### config.mk
export PLATFORM = sky130hd
export DESIGN_NAME = count_history_display_flat
export DESIGN_NICKNAME = d
export VERILOG_FILES = /design/src/rtl/count_history_display_if.sv /design/src/rtl/count_history_display.sv /design/src/flat_wrapper.sv
export SDC_FILE = /design/constraint.sdc
export NUM_CORES = 1
export LEC_CHECK = 0
export BUFFER_PORTS_ARGS = -buffer_cell sky130_fd_sc_hd__buf_4
export CAP_MARGIN = 25
export CORE_UTILIZATION = 40
export CTS_CLUSTER_DIAMETER = 80
export DETAILED_ROUTE_END_ITERATION = 12
export PLACE_DENSITY = 0.54
export SYNTH_ARGS = -nofsm -noshare
export SYNTH_HDL_FRONTEND = slang
export SYNTH_SLANG_ARGS = --single-unit
export TNS_END_PERCENT = 50
### constraint.sdc
create_clock -name clk_in -period 6.6 [get_ports clk_in]
set_input_delay 0 -clock clk_in [delete_from_list [all_inputs] [get_ports clk_in]]
set_output_delay 0 -clock clk_in [all_outputs]
set_load 0.03 [all_outputs]
### src/rtl/count_history_display_if.sv
// rtl/count_history_display_if.sv - counter input and seven-segment display signals
interface count_history_display_if;
    logic [3:0] count_in;
    logic [6:0] seg_o;
    logic       dp_o;
    logic [3:0] an_o;
    logic       new_val_o;

    modport master (
        input  count_in,
        output seg_o,
        output dp_o,
        output an_o,
        output new_val_o
    );

    modport slave (
        output count_in,
        input  seg_o,
        input  dp_o,
        input  an_o,
        input  new_val_o
    );
endinterface

### src/rtl/count_history_display.sv
// rtl/count_history_display.sv - 4-entry distinct-value history of count_in scanned onto a 4-digit display
// Optional decimal-point blink on the newest digit: DISP_DP_BLINK_EN
module count_history_display #(
    parameter int unsigned SCAN_DIV     = 1000,
    parameter int unsigned BLINK_FRAMES = 64
) (
    input  logic                    clk_in,
    input  logic                    rst_n,
    count_history_display_if.master disp
);
    logic [3:0]       sync1_q, sync2_q, stab_q;
    logic [2:0]       fill_q;
    logic [3:0][3:0]  h_q;
    logic [3:0]       v_q;
    logic [15:0]      pcnt_q, pcnt_d;
    logic [1:0]       idx_q, idx_d;
    logic [6:0]       seg_q;
    logic [3:0]       an_q;
    logic             nv_q;
    logic             accept;
    logic             last_pcnt;

    function automatic logic [6:0] hex_glyph(input logic [3:0] n);
        case (n)
            4'h0: hex_glyph = 7'h3F;
            4'h1: hex_glyph = 7'h06;
            4'h2: hex_glyph = 7'h5B;
            4'h3: hex_glyph = 7'h4F;
            4'h4: hex_glyph = 7'h66;
            4'h5: hex_glyph = 7'h6D;
            4'h6: hex_glyph = 7'h7D;
            4'h7: hex_glyph = 7'h07;
            4'h8: hex_glyph = 7'h7F;
            4'h9: hex_glyph = 7'h6F;
            4'hA: hex_glyph = 7'h77;
            4'hB: hex_glyph = 7'h7C;
            4'hC: hex_glyph = 7'h39;
            4'hD: hex_glyph = 7'h5E;
            4'hE: hex_glyph = 7'h79;
            default: hex_glyph = 7'h71;
        endcase
    endfunction

    // fill_q[2] marks that stab_q holds a real sample, so the zeroed reset
    // contents of the synchronizer are never taken as a counter value.
    assign accept    = fill_q[2] && (sync2_q == stab_q) && (!v_q[0] || (stab_q != h_q[0]));
    assign last_pcnt = (pcnt_q == 16'(SCAN_DIV - 1));
    assign pcnt_d    = last_pcnt ? 16'd0 : pcnt_q + 16'd1;
    assign idx_d     = last_pcnt ? idx_q + 2'd1 : idx_q;

    // Display registers follow idx_d so an_o and seg_o switch together;
    // seg_o reads the pre-shift history on an accept edge.
    always_ff @(posedge clk_in or negedge rst_n) begin
        if (!rst_n) begin
            sync1_q <= '0;
            sync2_q <= '0;
            stab_q  <= '0;
            fill_q  <= '0;
            h_q     <= '0;
            v_q     <= '0;
            pcnt_q  <= '0;
            idx_q   <= '0;
            seg_q   <= '0;
            an_q    <= 4'b0001;
            nv_q    <= 1'b0;
        end else begin
            sync1_q <= disp.count_in;
            sync2_q <= sync1_q;
            stab_q  <= sync2_q;
            fill_q  <= {fill_q[1:0], 1'b1};
            pcnt_q  <= pcnt_d;
            idx_q   <= idx_d;
            an_q    <= 4'b0001 << idx_d;
            seg_q   <= v_q[idx_d] ? hex_glyph(h_q[idx_d]) : 7'h00;
            nv_q    <= accept;
            if (accept) begin
                h_q <= {h_q[2:0], stab_q};
                v_q <= {v_q[2:0], 1'b1};
            end
        end
    end

`ifdef DISP_DP_BLINK_EN
    logic [7:0] fcnt_q, fcnt_d;
    logic       blink_q, blink_d;
    logic       dp_q;

    always_comb begin
        fcnt_d  = fcnt_q;
        blink_d = blink_q;
        if (accept) begin
            fcnt_d  = 8'd0;
            blink_d = 1'b1;
        end else if (last_pcnt && (idx_q == 2'd3)) begin
            if (fcnt_q == 8'(BLINK_FRAMES - 1)) begin
                fcnt_d  = 8'd0;
                blink_d = ~blink_q;
            end else begin
                fcnt_d = fcnt_q + 8'd1;
            end
        end
    end

    always_ff @(posedge clk_in or negedge rst_n) begin
        if (!rst_n) begin
            fcnt_q  <= '0;
            blink_q <= 1'b0;
            dp_q    <= 1'b0;
        end else begin
            fcnt_q  <= fcnt_d;
            blink_q <= blink_d;
            dp_q    <= blink_d & (idx_d == 2'd0) & v_q[0];
        end
    end

    assign disp.dp_o = dp_q;
`else
    // Constant 0 over the legal BLINK_FRAMES range; blink logic is not built.
    assign disp.dp_o = (BLINK_FRAMES == 0);
`endif

    assign disp.seg_o     = seg_q;
    assign disp.an_o      = an_q;
    assign disp.new_val_o = nv_q;
endmodule

### src/flat_wrapper.sv
// flat-port wrapper written by rule: the top's interface ports become plain ports
module count_history_display_flat 
#(
    parameter int unsigned SCAN_DIV     = 1000,
    parameter int unsigned BLINK_FRAMES = 64
)
  (clk_in, rst_n, disp_count_in, disp_seg_o, disp_dp_o, disp_an_o, disp_new_val_o);
  count_history_display_if disp_i ();
  input  logic clk_in;
  input  logic rst_n;
  input wire logic [$bits(disp_i.count_in)-1:0] disp_count_in;
  output wire logic [$bits(disp_i.seg_o)-1:0] disp_seg_o;
  output wire logic [$bits(disp_i.dp_o)-1:0] disp_dp_o;
  output wire logic [$bits(disp_i.an_o)-1:0] disp_an_o;
  output wire logic [$bits(disp_i.new_val_o)-1:0] disp_new_val_o;
  assign disp_i.count_in = disp_count_in;
  assign disp_seg_o = disp_i.seg_o;
  assign disp_dp_o = disp_i.dp_o;
  assign disp_an_o = disp_i.an_o;
  assign disp_new_val_o = disp_i.new_val_o;
  count_history_display #(.SCAN_DIV(SCAN_DIV), .BLINK_FRAMES(BLINK_FRAMES)) u_core (.clk_in(clk_in), .rst_n(rst_n), .disp(disp_i));
endmodule
==> results.sh, run 1 <==
export IMPL_start_kind="flop"
export IMPL_hold_path_class="in2async"
export IMPL_totalWireLength_um=5110
export IMPL_cts_buffers=9
export IMPL_fin_skew_ns=0.0123
export IMPL_nFillCells=676
export IMPL_grt_usage_pct=15.1
export IMPL_num_antenna_cells=0
export IMPL_fin_util_pct=48.2
export IMPL_tightest_slew_ns=0.795
export IMPL_core_rowCount=31
export IMPL_crit_end="u_core.disp.seg_o[3]"
export IMPL_grt_pass1_vias=1926
export IMPL_yosys_area_top_type_share_pct=52.3
export IMPL_drc=0
export IMPL_path_max_fanout=11
export IMPL_avgViaCountPerCell=5.06
export IMPL_grt_pass1_wl_um=8940
export IMPL_cts_sinks=65
export IMPL_synth_area_leaders="dfrtp_1 (52%), mux2_2 (5.9%), xor2_1 (3.7%), ha_1 (2.9%), xnor2_1 (2.6%)"
export IMPL_grt_max_degree=66
export IMPL_endpoint_kind="flop"
export IMPL_r2r_setup_slack_ns=3.27
export IMPL_placedCellCount=351
export IMPL_ys_types=51
export IMPL_slew_violations=0
export IMPL_drtIter0Drc=71
export IMPL_hpwl_um=3460
export IMPL_clk_pin_slew_ns=0.08
export IMPL_initial_core_util_pct=41.8
export IMPL_ys_seq_elements=65
export IMPL_die_w_um=89.5
export IMPL_netlist_area_um2=3060
export IMPL_fin_nets=282
export IMPL_worst_hold_slack_ns=0.297
export IMPL_finalCriticalPeriod_ns=3.33
export IMPL_syn_avg_cell_area_um2=12.5
export IMPL_final_cell_mix="dfrtp_1 (64), buf_4 (17), mux2_2 (16)"
export IMPL_seq_area_frac_synth_pct=53.2
export IMPL_htreeDepth=3
export IMPL_fin_cells=373
export IMPL_cp_arrival_ns=3.56
export IMPL_ios=19
export IMPL_yosysTopAreaCell="dfrtp_1"
export IMPL_ant_nets=0
export IMPL_dr_pass1_iters=4
export IMPL_postCtsSetupBuffers=0
export IMPL_required_ns=6.83
export IMPL_cts_buffer_depth=2
export IMPL_antenna_found_initial=0
export IMPL_root_buffer="clkbuf_8"
export IMPL_hold_viol=0
export IMPL_gp_congestion=0.849
export IMPL_wire_per_inst_um=13.7
export IMPL_vias=1888
export IMPL_setup_worst_path_start="u_core.pcnt_q[0]"
export IMPL_critPathKind="reg2reg"
export IMPL_setup_tns_ns=0
export IMPL_max_slew_margin_pct=46.9
export IMPL_r2r_end="u_core.disp.seg_o[3]"
export IMPL_rsz0062_at_grt="no"
export IMPL_die_area_um2=8010
export IMPL_final_common_cell="dfrtp_1"
export IMPL_cts_tree="yes"
export IMPL_outcome="complete, no violations"
export IMPL_max_freq_mhz=300
export IMPL_port_buffers=17
export IMPL_synth_net_count=258
export IMPL_syn_inst=245
export IMPL_maxCapViolCount=0
export IMPL_yosys_warnings=0
export IMPL_p_leak_nw=1.57
export IMPL_peakVddDrop_v=0.000123
export IMPL_ff2ff_path_depth=10
export IMPL_cts_resized=0
export IMPL_rr_startpoint="u_core.pcnt_q[0]"
export IMPL_ctsHoldBuffers=5
export IMPL_die_height_um=89.5
export IMPL_area_growth_syn_to_layout_pct=15.3
export IMPL_coreArea_um2=7330
export IMPL_powerDensity_nw_per_um2=342
export IMPL_drive_gt1_share_pct=23.4
export IMPL_setup_viol=0
export IMPL_clk_latency_ns=0.33
export IMPL_grt_overflow_total=0
export IMPL_min_period_over_period_pct=50.4
area by class of cell:
| cell class | instances | area [um2] | share of cell area (%) |
|---|---|---|---|
| Inverter | 3 | 11.3 | 0.319 |
| Multi-Input combinational cell | 167 | 1360 | 38.4 |
| Sequential cell | 65 | 1630 | 46.1 |
| Tap cell | 99 | 124 | 3.51 |
| Clock buffer | 10 | 138 | 3.90 |
| Timing Repair Buffer | 23 | 183 | 5.17 |
| Clock inverter | 6 | 90.1 | 2.55 |
power by group:
| group | internal, mW | switching, mW | leakage, nW |
|---|---|---|---|
| clock network | 0.224 | 0.155 | 0.113 |
| registers | 0.466 | 0.0518 | 0.819 |
| logic | 0.142 | 0.170 | 0.640 |
synthesized netlist by cell type (all sizes together):
master / number
mux2i: 8
dfrtp: 64
ha: 7
or2: 1
nand4: 3
nand2b: 3
a2111o: 1
o31a: 1
nor2: 13
a21oi: 2
nand2: 14
o41a: 1
nor3: 15
nor3b: 1
or4: 3
o21ai: 4
mux2: 21
xnor2: 9
inv: 3
dfstp: 1
nor2b: 5
a2111oi: 1
a211oi: 1
xor2: 13
conb: 2
clkbuf: 2
nand3: 7
and4b: 1
o31ai: 2
mux4: 4
a21o: 2
and4: 2
a311oi: 1
and2: 2
nand3b: 1
and3: 5
nor4: 7
or3: 1
a221oi: 3
buf: 8
registers in the layout, indices dropped and copies added (netlist names), 3 cells and up:
signal and flops:
u_core.disp.an_o 4, u_core.pcnt_q 16, u_core.disp.seg_o 7, u_core.stab_q 4, u_core.fill_q 3, u_core.sync2_q 4
u_core.v_q 4, u_core.h_q 16, u_core.sync1_q 4
how the worst min path moves through the flow:
| stage | end | slack (ns) | cells past startpoint |
|---|---|---|---|
| floorplan | u_core.disp.an_o[1] | -0.30 | 0 |
| detailed placement | u_core.sync1_q[0] | 0.11 | 1 |
| finish | u_core.pcnt_q[12] | 0.30 | 2 |
| global route | u_core.sync1_q[0] | 0.29 | 2 |
| CTS | u_core.sync1_q[0] | 0.29 | 2 |
| global placement | u_core.sync1_q[3] | 0.11 | 1 |
logic make-up after synthesis:
kind of cell | count (synthesis) | synth area share [%]
DFF | 65 | 53.2
adders and majority gates | 7 | 2.86
AOI/OAI and AO/OA | 19 | 4.86
and+or+nand+nor | 84 | 16.3
muxes | 33 | 13.8
xor gates and xnor gates | 22 | 6.29
other | 2 | 0.245
buffers and inverters | 13 | 2.49
routing by layer:
metal,part of all wire (%),up-vias,GRT usage (%)
met5,0,-,0
met2,44,36,22.3
met4,2.1,0,8.95
li1,-,929,-
met1,51,914,20.1
met3,2.6,9,3.60
critical path, cell delays in order, from the launching register on:
cell and delay, ns:
dfrtp_1 0.38, ha_1 0.24, and4b_1 0.23, nand4_1 0.44, mux4_2 0.63, mux2i_2 0.34, inv_1 0.15, ha_1 0.23
and3_1 0.16, a2111o_1 0.35, o31ai_1 0.08
per-stage QoR:
| step | cell area [um2] | power [mW] | setup slack [ns] |
|---|---|---|---|
| floorplan | 3060 | 0.737 | 3.64 |
| global placement | 3250 | 0.834 | 3.37 |
| detailed placement | 3250 | 0.836 | 3.27 |
| CTS | 3530 | 1.22 | 3.26 |
| global route | 3530 | 1.28 | 3.04 |
| finish | 3530 | 1.21 | 3.27 |
No activity file was read; power rests on OpenSTA's default activity.
==> run 2, diff against run 1 <==
==> constraint.sdc (replaced) <==
create_clock -name clk_in -period 3.16 [get_ports clk_in]
set_input_delay 0 -clock clk_in [delete_from_list [all_inputs] [get_ports clk_in]]
set_output_delay 0 -clock clk_in [all_outputs]
set_load 0.03 [all_outputs]
==> results.sh, run 2 (synthesis gave the netlist of run 1 again) <==
export IMPL_fin_ws_ns=0.304
export IMPL_placedCellCount=360
export IMPL_crit_chain="ha_1 > and4b_1 > and4_4 > mux4_1 > mux2i_1 > inv_1 > ha_1 > mux2_1 > o31ai_1"
export IMPL_pre_cts_slack_ns=0.309
export IMPL_dr_pass1_iters=4
export IMPL_vias=1893
export IMPL_slew_violations=0
export IMPL_p_leak_nw=1.59
export IMPL_htreeDepth=3
export IMPL_drive_gt1_share_pct=25.5
export IMPL_drtIter0Drc=62
export IMPL_clk_pin_slew_ns=0.08
export IMPL_clk_latency_ns=0.35
export IMPL_crit_top_cell="ha_1"
export IMPL_die_w_um=89.5
export IMPL_grt_overflow_total=0
export IMPL_start_kind="flop"
export IMPL_port_buffers=17
export IMPL_max_freq_mhz=350
export IMPL_gp_congestion=0.834
export IMPL_grt_max_degree=66
export IMPL_peakVddDrop_v=0.000338
export IMPL_critPathKind="reg2reg"
export IMPL_rsz0062_at_grt="no"
export IMPL_fin_skew_ns=0.0112
export IMPL_final_cell_mix="dfrtp_1 (64), buf_4 (26), mux2_2 (16)"
export IMPL_outcome="complete, no violations"
export IMPL_grt_usage_pct=15.2
export IMPL_tightest_slew_ns=0.812
export IMPL_hold_path_class="in2async"
export IMPL_initial_core_util_pct=41.8
export IMPL_final_common_cell="dfrtp_1"
export IMPL_ant_nets=0
export IMPL_min_period_over_period_pct=90.4
export IMPL_setup_tns_ns=0
export IMPL_postCtsSetupBuffers=0
export IMPL_antenna_found_initial=0
export IMPL_nFillCells=668
export IMPL_fin_util_pct=48.4
export IMPL_coreArea_um2=7330
export IMPL_core_rowCount=31
export IMPL_required_ns=3.42
export IMPL_root_buffer="clkbuf_8"
export IMPL_fin_area_um2=3550
export IMPL_finalCriticalPeriod_ns=2.86
export IMPL_grt_pass1_wl_um=9000
export IMPL_hold_viol=0
export IMPL_setup_viol=0
export IMPL_fin_cells=381
export IMPL_crit_slowest_cell="mux4_1"
export IMPL_grt_pass1_vias=1813
export IMPL_placed_area_um2=3320
export IMPL_die_height_um=89.5
export IMPL_fin_nets=290
export IMPL_cts_resized=0
export IMPL_cts_tree="yes"
export IMPL_die_area_um2=8010
export IMPL_avgViaCountPerCell=4.97
export IMPL_path_max_fanout=4
export IMPL_cts_buffers=9
export IMPL_area_growth_syn_to_layout_pct=15.9
export IMPL_cp_slowest_stage_delay_ns=0.55
export IMPL_cp_arrival_ns=3.11
export IMPL_max_slew_margin_pct=45.9
export IMPL_num_antenna_cells=0
export IMPL_powerDensity_nw_per_um2=675
export IMPL_endpoint_kind="flop"
export IMPL_wire_per_inst_um=13.5
export IMPL_maxCapViolCount=0
export IMPL_cts_sinks=65
export IMPL_ios=19
export IMPL_totalWireLength_um=5160
export IMPL_drc=0
export IMPL_cts_buffer_depth=2
export IMPL_hpwl_um=3390
==> run 2: final timing paths <==
path / startpoint / end / slack, ns / cells past startpoint
worst max-delay path: u_core.pcnt_q[0] / u_core.disp.seg_o[3] / 0.30 / 9
worst min-delay path: rst_n / u_core.pcnt_q[14] / 0.29 / 2
worst max register to register: u_core.pcnt_q[0] / u_core.disp.seg_o[3] / 0.30 / 9
worst min register to register: u_core.sync1_q[0] / u_core.sync2_q[0] / 0.35 / 0
max in group asynchronous: rst_n / u_core.h_q[10] / 2.34 / 2
min in group clk_in: disp_count_in[0] / u_core.sync1_q[0] / 0.29 / 2
==> run 2: timing repair <==
action | CTS | global route
endpoints found under the setup margin | 0 | 0
hold buffers | 5 | 0
hold endpoints to repair | 68 | 0
==> run 2: per-layer routing <==
layer	vias to the layer above	GRT usage [%]	wire, um
met5	-	0	0
met4	0	6.78	86
met3	10	4.80	166
met2	27	22.3	2250
met1	909	20.6	2650
li1	947	-	-
==> run 2: per-stage QoR <==
| stage | hold slack (ns) | power [mW] |
|---|---|---|
| after floorplan | -0.296 | 1.54 |
| after global placement | 0.110 | 1.75 |
| after detailed placement | 0.110 | 1.76 |
| after CTS | 0.276 | 2.43 |
| after global routing | 0.284 | 2.55 |
| final | 0.288 | 2.39 |
==> run 2: cell type report <==
class                           instances  area, um2  area share [%]
Sequential cell                        65       1630            45.9
Timing Repair Buffer                   31        245            6.91
Clock buffer                            9        124            3.49
Clock inverter                          7       58.8            1.66
Multi-Input combinational cell        167       1360            38.3
Tap cell                               99        124            3.49
Inverter                                3       11.3           0.317
==> run 2: power by group <==
| group | internal [mW] | switching [mW] |
|---|---|---|
| Clock | 0.296 | 0.360 |
| Sequential | 0.972 | 0.100 |
| Combinational | 0.316 | 0.351 |
==> run 2: critical path, delay by kind of cell (launching register included) <==
kind,cells,cell delay (ns)
multiplexers,3,1.04
adder cells (fa/ha/maj),2,0.55
AO/OA/AOI/OAI,1,0.18
flip-flops,1,0.38
buffers and inverters,1,0.12
AND/OR/NAND/NOR,2,0.50
==> run 3, diff against run 2 <==
--- a/config.mk
+++ b/config.mk
@@ -10,7 +10,6 @@
 export CORE_UTILIZATION = 40
 export CTS_CLUSTER_DIAMETER = 80
 export DETAILED_ROUTE_END_ITERATION = 12
-export PLACE_DENSITY = 0.54
 export SYNTH_ARGS = -nofsm -noshare
 export SYNTH_HDL_FRONTEND = slang
 export SYNTH_SLANG_ARGS = --single-unit
==> results.sh, run 3 (synthesis gave the netlist of run 1 again) <==
export IMPL_root_buffer="clkbuf_8"
export IMPL_grt_usage_pct=15.3
export IMPL_final_cell_mix="dfrtp_1 (64), buf_4 (25), mux2_2 (16)"
export IMPL_r2r_setup_slack_ns=0.19
export IMPL_setup_tns_ns=0
export IMPL_vias=1924
export IMPL_postCtsSetupBuffers=0
export IMPL_drc=0
export IMPL_p_leak_nw=1.59
export IMPL_max_freq_mhz=337
export IMPL_dr_pass1_iters=4
export IMPL_placedCellCount=359
export IMPL_final_common_cell="dfrtp_1"
export IMPL_powerDensity_nw_per_um2=688
export IMPL_coreArea_um2=7330
export IMPL_max_slew_margin_pct=46.9
export IMPL_initial_core_util_pct=41.8
export IMPL_num_antenna_cells=0
export IMPL_totalWireLength_um=5030
export IMPL_tightest_slew_ns=0.796
export IMPL_fin_cells=380
export IMPL_port_buffers=17
export IMPL_area_growth_syn_to_layout_pct=16.3
export IMPL_grt_overflow_total=0
export IMPL_grt_pass1_vias=1880
export IMPL_wire_per_inst_um=13.2
export IMPL_setup_viol=0
export IMPL_clk_pin_slew_ns=0.08
export IMPL_drive_gt1_share_pct=25.3
export IMPL_placed_area_um2=3310
export IMPL_antenna_found_initial=0
export IMPL_gp_congestion=0.863
export IMPL_cts_resized=0
export IMPL_ant_nets=0
export IMPL_grt_pass1_wl_um=8940
export IMPL_required_ns=3.40
export IMPL_slew_violations=0
export IMPL_cts_sinks=65
export IMPL_peakVddDrop_v=0.000313
export IMPL_grt_max_degree=66
export IMPL_critPathKind="reg2reg"
export IMPL_fin_nets=289
export IMPL_rsz0062_at_grt="no"
export IMPL_cts_tree="yes"
export IMPL_outcome="complete, no violations"
export IMPL_maxCapViolCount=0
export IMPL_avgViaCountPerCell=5.06
export IMPL_fin_skew_ns=0.00970
export IMPL_htreeDepth=3
export IMPL_drtIter0Drc=73
export IMPL_hpwl_um=3460
export IMPL_die_w_um=89.5
export IMPL_core_rowCount=31
export IMPL_clk_latency_ns=0.34
export IMPL_path_max_fanout=12
export IMPL_worst_hold_slack_ns=0.268
export IMPL_r2r_end="u_core.disp.seg_o[3]"
export IMPL_cts_buffer_depth=2
export IMPL_endpoint_kind="flop"
export IMPL_ios=19
export IMPL_cp_arrival_ns=3.20
export IMPL_start_kind="flop"
export IMPL_die_height_um=89.5
export IMPL_fin_ws_ns=0.193
export IMPL_hold_path_class="in2async"
export IMPL_fin_area_um2=3560
export IMPL_ff2ff_path_depth=9
export IMPL_rr_startpoint="u_core.pcnt_q[0]"
export IMPL_pre_cts_slack_ns=0.206
export IMPL_hold_viol=0
export IMPL_cts_buffers=9
export IMPL_min_period_over_period_pct=93.9
export IMPL_finalCriticalPeriod_ns=2.97
export IMPL_die_area_um2=8010
run 3: cell count changes in the layout (fill, tap and decap cells not counted):
cell | before | now
buf_4 | 26 | 25
clkinv_4 | 1 | 2
bufinv_16 | 0 | 1
inv_6 | 4 | 2
clkinvlp_4 | 2 | 1
clkinv_2 | 0 | 1
run 3: how the worst max path moves through the flow:
stage	startpoint	endpoint	slack, ns	cells after the start
2_1_floorplan	u_core.pcnt_q[0]	u_core.disp.seg_o[3]	0.20	10
3_3_place_gp	u_core.pcnt_q[0]	u_core.disp.seg_o[3]	0.29	9
3_5_place_dp	u_core.pcnt_q[0]	u_core.disp.seg_o[3]	0.21	9
4_1_cts	u_core.pcnt_q[0]	u_core.disp.seg_o[3]	0.19	9
5_1_grt	u_core.pcnt_q[0]	u_core.disp.seg_o[3]	0.003	9
6_report	u_core.pcnt_q[0]	u_core.disp.seg_o[3]	0.19	9
run 3: metal layers:
metal,routed length [um],up-vias,share of wire [%],track usage [%]
met5,0,-,0,0
met4,70,0,1.4,8.66
met3,178,7,3.5,4.43
met2,2330,47,46,23.0
met1,2440,928,49,19.8
li1,-,942,-,-
run 3: worst max-delay path, stage by stage, from the launching register on:
cell and delay, ns:
dfrtp_1 0.39, ha_1 0.23, and4b_1 0.23, and4_4 0.35, buf_4 0.21, nor4_1 0.08
or4_1 0.59, nor2_1 0.24, mux2_1 0.35, o31ai_1 0.21
run 3: power breakdown:
group	switching, mW	internal (mW)
logic	0.351	0.314
registers	0.103	0.972
clock network	0.339	0.371
run 3: layout make-up:
type,instances,area [um2]
Clock inverter,7,77.6
Multi-Input combinational cell,167,1360
Tap cell,99,124
Clock buffer,9,124
Fill cell,650,3770
Sequential cell,65,1630
Inverter,3,11.3
Timing Repair Buffer,30,238
run 3: through the flow:
| stage | utilization, % | total power [mW] |
|---|---|---|
| 2_1_floorplan | - | 1.54 |
| 3_3_place_gp | 45.1 | 1.75 |
| 3_5_place_dp | 45.1 | 1.75 |
| 4_1_cts | 48.6 | 2.48 |
| 5_1_grt | 48.6 | 2.62 |
| 6_report | 48.6 | 2.45 |
run 3: repair_timing:
action / CTS / global route
endpoints found under the hold margin: 68 / 0
setup endpoints to repair: 0 / 0
hold buffers: 5 / 0
